## src/rtl/bitstream_serializer_pkg.sv

```systemverilog
// Shared encodings for the entropy-encoder bitstream serializer: descriptor
// flags, descriptor header layout, FSM state codes and small decode helpers.
package bitstream_serializer_pkg;

  typedef logic [2:0] flag_t;

  localparam flag_t FLAG_NONE      = 3'd0;
  localparam flag_t FLAG_INVALID   = 3'd4;
  localparam flag_t FLAG_RUN       = 3'd5;
  localparam flag_t FLAG_RUN_B4    = 3'd6;
  localparam flag_t FLAG_RUN_B4_B5 = 3'd7;

  // Byte fields depend on the top-level width parameter, so only the
  // width-independent part of a descriptor lives here.
  typedef struct packed {
    flag_t flag;
    logic  last;
  } desc_hdr_t;

  typedef logic [1:0] state_t;

  localparam state_t ST_IDLE   = 2'd0;
  localparam state_t ST_DIRECT = 2'd1;
  localparam state_t ST_RUN    = 2'd2;
  localparam state_t ST_TAIL   = 2'd3;

  // Number of leading bytes (bit_1..bit_n) emitted from DIRECT; 0 means a
  // zero-byte frame-end descriptor.
  function automatic logic [1:0] direct_len(input flag_t f);
    return (f < FLAG_INVALID) ? f[1:0] : 2'd1;
  endfunction

  function automatic logic has_tail(input flag_t f);
    return (f == FLAG_RUN_B4) || (f == FLAG_RUN_B4_B5);
  endfunction

endpackage

```

## src/rtl/bitstream_serializer_sync_fifo.sv

```systemverilog
// Descriptor FIFO: pointer-pair FIFO with an extra wrap bit, combinational
// head read, push accepted when full only if a pop happens in the same cycle.
module sync_fifo #(
  parameter int WIDTH = 8,
  parameter int DEPTH = 8
) (
  input  logic                     clk,
  input  logic                     reset,
  input  logic                     push,
  input  logic                     pop,
  input  logic [WIDTH-1:0]         wdata,
  output logic [WIDTH-1:0]         rdata,
  output logic                     full,
  output logic                     empty,
  output logic [$clog2(DEPTH):0]   count
);

  localparam int AW = $clog2(DEPTH);

  logic [WIDTH-1:0] mem [DEPTH];
  logic [AW:0]      wr_ptr;
  logic [AW:0]      rd_ptr;
  logic             wr_en;
  logic             rd_en;

  assign empty = (wr_ptr == rd_ptr);
  assign full  = (wr_ptr[AW] != rd_ptr[AW]) && (wr_ptr[AW-1:0] == rd_ptr[AW-1:0]);
  assign count = wr_ptr - rd_ptr;
  assign rd_en = pop && !empty;
  assign wr_en = push && (!full || rd_en);
  assign rdata = mem[rd_ptr[AW-1:0]];

  always_ff @(posedge clk) begin
    if (reset) begin
      wr_ptr <= '0;
      rd_ptr <= '0;
    end else begin
      if (wr_en) wr_ptr <= wr_ptr + 1'b1;
      if (rd_en) rd_ptr <= rd_ptr + 1'b1;
    end
  end

  always_ff @(posedge clk) begin
    if (wr_en) mem[wr_ptr[AW-1:0]] <= wdata;
  end

endmodule

```

## src/rtl/bitstream_serializer.sv

```systemverilog
// Expands entropy-encoder descriptors into a ready/valid byte stream with
// frame-end marking, byte counting and sticky error flags.
//
// state  | meaning
// IDLE   | FIFO empty, nothing presented
// DIRECT | emitting bit_1..bit_n of the head descriptor
// RUN    | repeating bit_2, run_cnt bytes left
// TAIL   | emitting bit_4, then bit_5 for flag 7
module bitstream_serializer
  import bitstream_serializer_pkg::*;
#(
  parameter int BITSTREAM_WIDTH = 8,
  parameter int FIFO_DEPTH      = 8,
  parameter int CNT_WIDTH       = 32
) (
  input  logic                       top_clk,
  input  logic                       top_reset,
  input  logic [BITSTREAM_WIDTH-1:0] in_bit_1,
  input  logic [BITSTREAM_WIDTH-1:0] in_bit_2,
  input  logic [BITSTREAM_WIDTH-1:0] in_bit_3,
  input  logic [BITSTREAM_WIDTH-1:0] in_bit_4,
  input  logic [BITSTREAM_WIDTH-1:0] in_bit_5,
  input  logic [2:0]                 in_flag_bitstream,
  input  logic                       in_flag_last,
  output logic [BITSTREAM_WIDTH-1:0] out_byte,
  output logic                       out_valid,
  input  logic                       out_ready,
  output logic                       out_last,
  output logic                       out_frame_done,
  output logic [CNT_WIDTH-1:0]       out_byte_count,
  output logic                       err_overflow,
  output logic                       err_flag
);

  typedef struct packed {
    logic [BITSTREAM_WIDTH-1:0] bit_5;
    logic [BITSTREAM_WIDTH-1:0] bit_4;
    logic [BITSTREAM_WIDTH-1:0] bit_3;
    logic [BITSTREAM_WIDTH-1:0] bit_2;
    logic [BITSTREAM_WIDTH-1:0] bit_1;
    desc_hdr_t                  hdr;
  } desc_t;

  localparam int DESC_W = $bits(desc_t);
  localparam int AW     = $clog2(FIFO_DEPTH);

  desc_t                      wr_desc;
  desc_t                      head;
  logic [DESC_W-1:0]          fifo_rdata;
  logic                       fifo_full;
  logic                       fifo_empty;
  logic [AW:0]                fifo_count;
  logic                       push_req;
  logic                       flag_bad;
  logic                       pop;

  state_t                     state;
  logic [1:0]                 idx;
  logic [BITSTREAM_WIDTH-1:0] run_cnt;
  logic [1:0]                 dlen;
  logic                       xfer;
  logic                       final_byte;
  logic                       zero_desc;
  logic                       desc_done;
  logic                       next_avail;

  assign flag_bad = (in_flag_bitstream == FLAG_INVALID);
  assign push_req = (!flag_bad && in_flag_bitstream != FLAG_NONE) || in_flag_last;

  // An invalid flag carrying last becomes a zero-byte frame-end descriptor.
  always_comb begin
    wr_desc          = '0;
    wr_desc.bit_1    = in_bit_1;
    wr_desc.bit_2    = in_bit_2;
    wr_desc.bit_3    = in_bit_3;
    wr_desc.bit_4    = in_bit_4;
    wr_desc.bit_5    = in_bit_5;
    wr_desc.hdr.flag = flag_bad ? FLAG_NONE : in_flag_bitstream;
    wr_desc.hdr.last = in_flag_last;
  end

  sync_fifo #(
    .WIDTH (DESC_W),
    .DEPTH (FIFO_DEPTH)
  ) u_desc_fifo (
    .clk   (top_clk),
    .reset (top_reset),
    .push  (push_req),
    .pop   (pop),
    .wdata (wr_desc),
    .rdata (fifo_rdata),
    .full  (fifo_full),
    .empty (fifo_empty),
    .count (fifo_count)
  );

  assign head = desc_t'(fifo_rdata);
  assign dlen = direct_len(head.hdr.flag);

  always_comb begin
    out_valid  = 1'b0;
    out_byte   = '0;
    final_byte = 1'b0;
    zero_desc  = 1'b0;
    case (state)
      ST_DIRECT: begin
        if (dlen == 2'd0) begin
          zero_desc = 1'b1;
        end else begin
          out_valid = 1'b1;
          case (idx)
            2'd0:    out_byte = head.bit_1;
            2'd1:    out_byte = head.bit_2;
            default: out_byte = head.bit_3;
          endcase
          final_byte = (idx == dlen - 2'd1)
                     && !(head.hdr.flag > FLAG_INVALID && head.bit_3 != '0)
                     && !has_tail(head.hdr.flag);
        end
      end
      ST_RUN: begin
        out_valid  = 1'b1;
        out_byte   = head.bit_2;
        final_byte = (run_cnt == BITSTREAM_WIDTH'(1)) && !has_tail(head.hdr.flag);
      end
      ST_TAIL: begin
        out_valid  = 1'b1;
        out_byte   = (idx == 2'd0) ? head.bit_4 : head.bit_5;
        final_byte = (idx != 2'd0) || (head.hdr.flag != FLAG_RUN_B4_B5);
      end
      default: ;
    endcase
  end

  assign xfer      = out_valid && out_ready;
  assign out_last  = out_valid && final_byte && head.hdr.last;
  assign desc_done = zero_desc || (xfer && final_byte);
  assign pop       = desc_done;
  // Continue straight into DIRECT when another descriptor survives this pop.
  assign next_avail = (fifo_count[AW:1] != '0) || push_req;

  always_ff @(posedge top_clk) begin
    if (top_reset) begin
      state          <= ST_IDLE;
      idx            <= 2'd0;
      run_cnt        <= '0;
      out_frame_done <= 1'b0;
      out_byte_count <= '0;
      err_overflow   <= 1'b0;
      err_flag       <= 1'b0;
    end else begin
      out_frame_done <= desc_done && head.hdr.last;
      err_flag       <= err_flag | flag_bad;
      err_overflow   <= err_overflow | (push_req && fifo_full && !pop);
      if (xfer) out_byte_count <= out_byte_count + 1'b1;

      if (desc_done) begin
        state <= next_avail ? ST_DIRECT : ST_IDLE;
        idx   <= 2'd0;
      end else begin
        case (state)
          ST_IDLE: begin
            idx <= 2'd0;
            if (!fifo_empty) state <= ST_DIRECT;
          end
          ST_DIRECT: begin
            if (xfer) begin
              if (idx != dlen - 2'd1) begin
                idx <= idx + 2'd1;
              end else if (head.hdr.flag > FLAG_INVALID && head.bit_3 != '0) begin
                state   <= ST_RUN;
                run_cnt <= head.bit_3;
              end else begin
                state <= ST_TAIL;
                idx   <= 2'd0;
              end
            end
          end
          ST_RUN: begin
            if (xfer) begin
              run_cnt <= run_cnt - 1'b1;
              if (run_cnt == BITSTREAM_WIDTH'(1)) begin
                state <= ST_TAIL;
                idx   <= 2'd0;
              end
            end
          end
          ST_TAIL: begin
            if (xfer) idx <= 2'd1;
          end
          default: state <= ST_IDLE;
        endcase
      end
    end
  end

endmodule

```

## config.mk

```make
export PLATFORM = sky130hd
export DESIGN_NAME = bitstream_serializer
export DESIGN_NICKNAME = d
export VERILOG_FILES = /design/src/rtl/bitstream_serializer_pkg.sv /design/src/rtl/bitstream_serializer_sync_fifo.sv /design/src/rtl/bitstream_serializer.sv
export SDC_FILE = /design/constraint.sdc
export NUM_CORES = 1
export LEC_CHECK = 0
export ABC_AREA = 0
export CELL_PAD_IN_SITES_DETAIL_PLACEMENT = 1
export CELL_PAD_IN_SITES_GLOBAL_PLACEMENT = 1
export CORE_MARGIN = 4
export CORE_UTILIZATION = 55
export CTS_BUF_LIST = sky130_fd_sc_hd__clkbuf_16
export DETAILED_ROUTE_END_ITERATION = 8
export GPL_ROUTABILITY_DRIVEN = 0
export PLACE_DENSITY_LB_ADDON = 0.12
export REMOVE_ABC_BUFFERS = 1
export SLEW_MARGIN = 20
export SYNTH_ARGS = -nofsm -noshare
export SYNTH_HDL_FRONTEND = slang
export SYNTH_SLANG_ARGS = --single-unit
```

## constraint.sdc

```tcl
create_clock -name top_clk -period 21.8 [get_ports top_clk]
set_input_delay 5.45 -clock top_clk [delete_from_list [all_inputs] [get_ports top_clk]]
set_output_delay 5.45 -clock top_clk [all_outputs]
set_load 0.1 [all_outputs]
```

==> flow_metrics.env, run 1 <==
export IMPL_status="finished, final reports clean"
export IMPL_peakVddDrop_v=0.00007076
export IMPL_worst_slew_pin_transition_ps=1001
export IMPL_grt_pass1_wl_mm=57.94
export IMPL_cts_setup_buffers=0
export IMPL_pre_cts_ws_ps=11070
export IMPL_setup_viol=0
export IMPL_grtUsageTotal=0.2282
export IMPL_powerDensity_nw_per_um2=100.7
export IMPL_yosys_top_cells_area="edfxtp_1, mux4_2, dfxtp_1"
export IMPL_hold_path_class="register to register"
export IMPL_cts_hold_buf=0
export IMPL_cap_violations=0
export IMPL_finalHoldViolCount=0
export IMPL_syn_area_um2=16640
export IMPL_antenna_left=0
export IMPL_slew_headroom=0.3303
export IMPL_cp_cell_sequence="buf_4 -> mux4_2 -> mux2i_1 -> nand4_1 -> o221a_1 -> o31a_1 -> nor3_1 -> clkdlybuf4s50_1"
export IMPL_io_pins=92
export IMPL_synthArstFlopShare=0
export IMPL_finalCritPeriodShare=0.5126
export IMPL_grt_pass1_vias=9757
export IMPL_cp_max_fo=46
export IMPL_clkSlewWorstSetupHoldPaths_ps=60
export IMPL_yosysUniqueCellTypes=62
export IMPL_max_stage_delay_ps=1170
export IMPL_synth_main_ff_cell="edfxtp_1"
export IMPL_postLayoutCellArea_um2=19330
export IMPL_synth_top_area_share=0.6354
export IMPL_fin_crit_ps=11180
export IMPL_drt_iter0_drc=732
export IMPL_dr_pass1_iters=7
export IMPL_wire_per_inst_um=25.31
export IMPL_clock_sinks=410
export IMPL_dieWidth_um=181.9
export IMPL_report_final_slew_viol_count=0
export IMPL_ys_warn_count=0
export IMPL_die_height_um=181.9
export IMPL_whs_ps=447.9
export IMPL_clk_latency_ps=540
export IMPL_path_class="register to output port"
export IMPL_cts_resized=0
export IMPL_synth_edff_count=352
export IMPL_fp_coreArea_um2=29720
export IMPL_ys_ff_latch=410
export IMPL_core_rowCount=63
export IMPL_dpl_cell_area_um2=17990
export IMPL_timing_final_ws_setup_ps=10620
export IMPL_post_route_util=0.6503
export IMPL_portBuffers=91
export IMPL_post_dp_hpwl_mm=21.13
export IMPL_start_kind="register"
export IMPL_routed_wl_mm=37.26
export IMPL_grt_start_max_net_pins=62
export IMPL_finalClockSkew_ps=19.98
export IMPL_cts_tree="yes"
export IMPL_fmax_mhz=89.48
export IMPL_stdcell_count=1472
export IMPL_yosysSeqAreaShare=0.7052
export IMPL_antenna_found_initial=4
export IMPL_clockBufferDepth=3
export IMPL_via_per_inst=6.170
export IMPL_p_leak_nw=6.164
export IMPL_nNetsFinal=1111
export IMPL_critical_path_required_ps=16350
export IMPL_yosys_area_top_type="edfxtp_1"
export IMPL_syn_inst=939
export IMPL_grt_overflow=0
export IMPL_cts_root_buf="clkbuf_16"
export IMPL_critPathArrivalTime_ps=5730
export IMPL_layout_drive_gt1_share=0.1833
export IMPL_area_delta_synth_final_pct=16.17
export IMPL_htree_levels=2
export IMPL_total_power_mw=1.946
export IMPL_grt_setup_unrepaired="no"
export IMPL_fin_setup_tns_ps=0
export IMPL_fillCellCount=2543
export IMPL_initial_core_util=0.5598
export IMPL_crit_slowest_cell="clkdlybuf4s50_1"
export IMPL_drc=0
export IMPL_cts_inserted_buffers=43
export IMPL_via_count=9082
export IMPL_dp_cells=1392
export IMPL_endpoint_kind="output port"
export IMPL_synth_area_per_cell_um2=17.72
export IMPL_die_area_um2=33090
[final timing paths]
kind	startpoint	end	slack, ps	depth (start not counted)
worst max register to register	register	u_desc_fifo.mem[2][29]	15940	9
worst min register to register	err_overflow	err_overflow	450	2
worst max-delay path	register	out_last	10620	8
worst min-delay path	err_overflow	err_overflow	450	2
[cell usage in the layout, fill, tap and decap left out, drive strengths merged, types with 14 or more instances in the layout]
cell	netlist	final
mux2	24	24
xor2	23	23
ha	16	16
nor2	60	60
nand3	17	17
o21ai	24	24
mux4	94	94
buf	18	17
clkdlybuf4s50	0	90
nand2	33	33
a21oi	31	31
dfxtp	58	58
clkinv	0	14
clkbuf	26	44
edfxtp	352	352
inv	24	40
[per-layer routing]
layer  track usage  part of all wire  wire, µm
met1        0.3044              0.41     15200
met2        0.3855              0.50     18740
met3       0.04187             0.058      2169
met4       0.07415             0.031      1139
met5             0           0.00035        13
[flip-flops by register name, indices dropped and copies added (netlist names), 2 cells and up, named ones only]
register            flops
u_desc_fifo.rd_ptr      4
run_cnt                 8
state                   2
u_desc_fifo.wr_ptr      4
idx                     2
out_byte_count         32
u_desc_fifo.mem       352
[cell families after synthesis]
logic type / Yosys count / share of synthesized area
AO/OA/AOI/OAI: 100 / 0.03919
XOR/XNOR: 32 / 0.01685
adder cells (fa/ha/maj): 17 / 0.01324
buffers and inverters: 68 / 0.01820
flip-flops: 410 / 0.7052
multiplexers: 130 / 0.1519
AND/OR/NAND/NOR: 182 / 0.05551
[cell usage after synthesis (all sizes together) (3+ instances only)]
cell and n:
a222oi 6, mux2 24, edfxtp 352, dfxtp 58, mux2i 12, mux4 94, o31ai 3, nor2b 7
nor2 60, or3 8, nand3 17, a22oi 8, nor3 6, or4 4, a31oi 4, xnor2 9
clkbuf 26, nand2 33, nand2b 9, o32ai 4, inv 24, nor4 12, xor2 23, nand4 7
ha 16, a21oi 31, buf 18, and3 10, o21ai 24
[critical path: cells and delay by family (launching register included)]
kind                   cells  cell delay (ps)
buffers and inverters      2             1990
and+or+nand+nor            2              440
DFF                        1              930
muxes                      2             1070
AOI/OAI and AO/OA          2              690
[layout make-up]
cell class              instances  area (µm²)  area share
flip-flops and latches        410       11740      0.6075
multi-input cells             461        4646      0.2404
clock buffers                  44        1101     0.05697
repair buffers                107        1026     0.05309
well taps                     390       488.0     0.02525
clock inverters                34       230.2     0.01191
inverters                      24       90.09    0.004661
diodes                          2       5.005   0.0002590
[report_power, final]
group          switching, mW  internal (mW)
registers             0.0235          0.905
logic                  0.216          0.115
clock network          0.287          0.400
total                  0.527           1.42
(Power assumes the default switching activity.)
==> inputs of run 2 (changes only) <==
Settings changed: CORE_UTILIZATION 55 to 51.
Clock period 21.8 ns to 11.3 ns, I/O delays scaled along.
==> run 2 against run 1 <==
Via count fell by 2.7%. Sequential power is 93% higher. Critical path depth rose by 3. Register-to-register slack got worse by 11000 ps. Clock power is 100% higher. Die area rose by 7.5%. Global-route usage is 1.8 points lower. Critical path type unchanged.
==> flow_metrics.env, run 2 (synthesis results as in run 1) <==
export IMPL_p_leak_nw=6.189
export IMPL_drt_iter0_drc=632
export IMPL_clk_latency_ps=540
export IMPL_layout_commonest_cell="edfxtp_1"
export IMPL_htree_levels=2
export IMPL_start_kind="register"
export IMPL_layout_common_cells="edfxtp_1, clkdlybuf4s50_1, mux4_2"
export IMPL_cp_cell_sequence="buf_4 -> mux2_2 -> a2bb2oi_1 -> a21oi_1 -> ha_1 -> xor2_1 -> nand2_1 -> mux2_2 -> o31a_1 -> nor3_1 -> clkdlybuf4s50_1"
export IMPL_critPathArrivalTime_ps=5440
export IMPL_die_area_um2=35570
export IMPL_setup_viol=0
export IMPL_finalHoldViolCount=0
export IMPL_r2r_slack_ps=5380
export IMPL_clockBufferDepth=3
export IMPL_fp_coreArea_um2=31880
export IMPL_fin_crit_ps=8270
export IMPL_grt_busiest_layer="met2"
export IMPL_max_stage_delay_ps=1180
export IMPL_endpoint_kind="output port"
export IMPL_cts_root_buf="clkbuf_16"
export IMPL_post_dp_hpwl_mm=21.08
export IMPL_clkSlewWorstSetupHoldPaths_ps=60
export IMPL_power_frac_comb=0.168
export IMPL_powerDensity_nw_per_um2=196.7
export IMPL_grtUsageTotal=0.2103
export IMPL_cts_resized=0
export IMPL_clock_sinks=410
export IMPL_p_seq_frac=0.468
export IMPL_drc=0
export IMPL_grt_start_max_net_pins=62
export IMPL_peakVddDrop_v=0.0001341
export IMPL_grt_pass1_wl_mm=57.47
export IMPL_grt_pass1_vias=9519
export IMPL_cts_setup_buffers=0
export IMPL_largest_reg_flops=352
export IMPL_antenna_found_initial=1
export IMPL_diodes=0
export IMPL_finalCritPeriodShare=0.7318
export IMPL_portBuffers=91
export IMPL_dieWidth_um=188.6
export IMPL_crit_family="buffers and inverters"
export IMPL_p_clk_frac=0.365
export IMPL_nNetsFinal=1112
export IMPL_finalClockSkew_ps=17.37
export IMPL_fmax_mhz=120.9
export IMPL_p_sw_frac=0.2700
export IMPL_grtUsageMet3=0.03798
export IMPL_path_class="register to output port"
export IMPL_status="finished, final reports clean"
export IMPL_via_per_inst=5.834
export IMPL_p_sw_mw=1.034
export IMPL_whs_ps=471.0
export IMPL_cts_inserted_buffers=43
export IMPL_core_rowCount=65
export IMPL_grt_setup_unrepaired="no"
export IMPL_layout_drive_gt1_share=0.1909
export IMPL_cp_max_fo=46
export IMPL_grt_use_met1=0.2855
export IMPL_crit_top_cell="mux2_2"
export IMPL_io_pins=92
export IMPL_cts_hold_buf=0
export IMPL_grt_overflow=0
export IMPL_area_delta_synth_final_pct=17.01
export IMPL_routed_wl_mm=36.98
export IMPL_crit_slowest_cell="clkdlybuf4s50_1"
export IMPL_cap_violations=0
export IMPL_cp_num_buf_inv=2
export IMPL_report_final_slew_viol_count=0
export IMPL_initial_core_util=0.5218
export IMPL_slew_headroom=0.3300
export IMPL_cts_tree="yes"
export IMPL_gr_usage_met2=0.3572
export IMPL_worst_slew_pin_transition_ps=1002
export IMPL_intPower_mw=2.795
export IMPL_post_route_util=0.6106
export IMPL_wire_per_inst_um=24.43
export IMPL_die_height_um=188.6
export IMPL_antenna_left=0
export IMPL_hold_path_class="register to register"
export IMPL_dr_pass1_iters=5
export IMPL_via_count=8833
export IMPL_critical_path_required_ps=8480
==> run 2: cell types whose count changed in the layout (fill, tap and decap cells not counted), moves of 2 or more <==
| cell | before | now |
|---|---|---|
| clkinv_2 | 2 | 4 |
| diode_2 | 2 | 0 |
| inv_1 | 38 | 31 |
| clkinv_4 | 0 | 2 |
| clkbuf_16 | 44 | 46 |
==> run 2: metrics by stage <==
stage          instance area (µm²)  setup slack (ps)  power [mW]  std cells  setup TNS [ps]
5_1_grt                      19470              2659       4.000       1514               0
3_5_place_dp                 18050              3311       2.461       1438               0
3_3_place_gp                 18050              3467       2.448       1438               0
4_1_cts                      19460              2713       3.868       1514               0
2_1_floorplan                16420             -1205       2.234        895         -371520
6_report                     19470              3030       3.829       1514               0
==> run 2: final cells by class <==
| class | count | area, µm² |
|---|---|---|
| Tap cell | 435 | 544.3 |
| Multi-Input combinational cell | 461 | 4648 |
| Fill cell | 2832 | 12410 |
| Inverter | 24 | 90.09 |
| Clock inverter | 30 | 259.0 |
| Clock buffer | 46 | 1151 |
| Sequential cell | 410 | 11740 |
| Timing Repair Buffer | 108 | 1033 |
==> run 2: final timing paths <==
kind	endpoint	cells past startpoint	startpoint
worst max-delay path	out_last	11	register
worst min-delay path	err_overflow	2	err_overflow
worst max register to register	u_desc_fifo.mem[7][34]	12	register
worst min register to register	err_overflow	2	err_overflow
==> run 2: worst min-delay path, cell delays in order (launching register included) <==
cell	delay (ps)
dfxtp_1	320
inv_1	50
a21oi_1	50
==> run 2: power groups by stage <==
| stage | registers, mW | clock network, mW | logic (mW) |
|---|---|---|---|
| finish | 1.79 | 1.40 | 0.643 |
| CTS | 1.79 | 1.43 | 0.646 |
| global placement | 1.82 | 0 | 0.631 |
| detailed placement | 1.82 | 0 | 0.639 |
| global route | 1.80 | 1.51 | 0.694 |
| floorplan | 1.83 | 0 | 0.407 |
==> run 2: metal layers <==
metal | vias to the layer above | routed length, µm
met1 | 4570 | 15820
met2 | 237 | 18430
met3 | 48 | 1923
met5 | - | 7
li1 | 3976 | -
met4 | 2 | 799
==> inputs of run 3 (changes only) <==
Settings changed: CORE_UTILIZATION 51 to 46.
Clock period 11.3 ns to 7.2 ns, I/O delays scaled along.
==> run 3 against run 2 <==
Sequential share of layout area barely moved. Core utilization down 6.4 points. Power is 56% higher. Critical path depth did not move. Highest routed layer unchanged. Worst setup slack lost 1800 ps. Register-to-register slack got worse by 3100 ps.
==> flow_metrics.env, run 3 (synthesis results as in run 1) <==
export IMPL_initial_core_util=0.4666
export IMPL_drt_iter0_drc=519
export IMPL_io_pins=92
export IMPL_fmax_mhz=167.7
export IMPL_via_per_inst=5.768
export IMPL_dieWidth_um=198.2
export IMPL_antenna_left=0
export IMPL_fp_coreArea_um2=35660
export IMPL_stdcell_count=1549
export IMPL_start_kind="register"
export IMPL_crit_family="simple AND/OR/NAND/NOR gates"
export IMPL_antenna_found_initial=2
export IMPL_cp_num_buf_inv=2
export IMPL_path_class="register to output port"
export IMPL_drc=0
export IMPL_layout_commonest_cell="edfxtp_1"
export IMPL_slew_headroom=0.2709
export IMPL_finalHoldViolCount=0
export IMPL_portBuffers=91
export IMPL_core_rowCount=69
export IMPL_htree_levels=2
export IMPL_clockBufferDepth=3
export IMPL_clk_latency_ps=560
export IMPL_die_height_um=198.2
export IMPL_cp_max_fo=22
export IMPL_cts_setup_buffers=0
export IMPL_grt_pass1_vias=9524
export IMPL_grt_setup_unrepaired="no"
export IMPL_hold_path_class="register to register"
export IMPL_r2r_slack_ps=2290
export IMPL_grt_start_max_net_pins=62
export IMPL_routed_wl_mm=38.12
export IMPL_nNetsFinal=1117
export IMPL_r2r_cells=11
export IMPL_fin_setup_tns_ps=0
export IMPL_die_area_um2=39270
export IMPL_finalClockSkew_ps=16.09
export IMPL_dp_cells=1469
export IMPL_cp_cell_sequence="mux4_2 -> mux2_2 -> inv_1 -> nand2_1 -> ha_1 -> nor2b_1 -> a21oi_1 -> nor2_1 -> a221oi_1 -> nor2_1 -> buf_4"
export IMPL_via_count=8934
export IMPL_dr_pass1_iters=5
export IMPL_report_final_slew_viol_count=0
export IMPL_cap_violations=0
export IMPL_crit_top_cell="nor2_1"
export IMPL_area_delta_synth_final_pct=17.09
export IMPL_clkSlewWorstSetupHoldPaths_ps=60
export IMPL_critPathArrivalTime_ps=4160
export IMPL_holdCritStartpoint="err_overflow"
export IMPL_peakVddDrop_v=0.0002576
export IMPL_worst_slew_pin_transition_ps=1091
export IMPL_r2r_end="u_desc_fifo.mem[4][28]"
export IMPL_post_route_util=0.5463
export IMPL_whs_ps=467.7
export IMPL_cts_resized=0
export IMPL_largest_reg_flops=352
export IMPL_setup_viol=0
export IMPL_layout_drive_gt1_share=0.2031
export IMPL_grtUsageTotal=0.1971
export IMPL_post_dp_hpwl_mm=21.89
export IMPL_cts_tree="yes"
export IMPL_cts_root_buf="clkbuf_16"
export IMPL_critical_path_required_ps=5400
export IMPL_powerDensity_nw_per_um2=306.5
export IMPL_p_leak_nw=6.217
export IMPL_crit_slowest_cell="nor2b_1"
export IMPL_hold_end="err_overflow"
export IMPL_diodes=0
export IMPL_whs_path_depth=2
export IMPL_finalCritPeriodShare=0.8284
export IMPL_total_power_mw=5.970
export IMPL_layout_common_cells="edfxtp_1, mux4_2, clkdlybuf4s50_1"
export IMPL_grt_pass1_wl_mm=58.06
export IMPL_status="finished, final reports clean"
export IMPL_cts_hold_buf=0
export IMPL_wire_per_inst_um=24.61
export IMPL_cts_inserted_buffers=43
export IMPL_clock_sinks=410
export IMPL_grt_overflow=0
export IMPL_endpoint_kind="output port"
export IMPL_max_stage_delay_ps=840
export IMPL_fin_crit_ps=5964
==> run 3: changes by cell type in the layout (fill, tap and decap cells not counted), moves of 2 or more <==
cell             before  now
buf_4                17   32
clkinvlp_4            0    2
clkbuf_16            46   44
clkinv_1             10   13
clkinv_2              4    7
clkdlybuf4s50_1      90   80
==> run 3: how the worst max path moves through the flow <==
stage                  start                    end  slack (ps)  depth (start not counted)
CTS                 register            out_byte[0]        1150                         11
global route        register            out_byte[0]         960                         11
detailed placement  register            out_byte[0]        1840                         11
floorplan           register  u_desc_fifo.mem[0][0]       -5310                         11
global placement    register            out_byte[0]        1910                         11
finish              register            out_byte[0]        1240                         11
==> run 3: power by group <==
part	switching [mW]	internal [mW]	total [mW]
Combinational	0.662	0.347	1.01
Sequential	0.0647	2.74	2.80
Clock	0.903	1.25	2.16
Total	1.63	4.34	5.97
==> run 3: worst register-to-register path, delay by kind of cell, from the launching register on <==
kind,cells,cell delay (ps)
AND/OR/NAND/NOR,3,830
adder cells (fa/ha/maj),1,290
multiplexers,3,1230
flip-flops,1,620
AO/OA/AOI/OAI,2,660
XOR/XNOR,1,170
buffers and inverters,1,690
==> run 3: area by class of cell <==
type,instances,area (µm²)
Fill cell,3248,16180
Timing Repair Buffer,113,1046
Clock inverter,36,279.0
Tap cell,461,576.8
Clock buffer,44,1101
Inverter,24,90.09
Multi-Input combinational cell,461,4646
Sequential cell,410,11740
==> run 3: metrics by stage <==
step	instance area, µm²	worst slack (ps)
2_1_floorplan	16420	-5305
3_3_place_gp	18100	1907
3_5_place_dp	18100	1840
4_1_cts	19480	1151
5_1_grt	19480	958.5
6_report	19480	1236
==> run 3: metal layers <==
metal	up-vias	wire, µm	global-route usage	share of wire
li1	3990	-	-	-
met1	4676	16560	0.2655	0.43
met2	196	18850	0.3314	0.49
met3	68	1767	0.03471	0.046
met4	4	919	0.06019	0.024
met5	-	21	0	0.00055
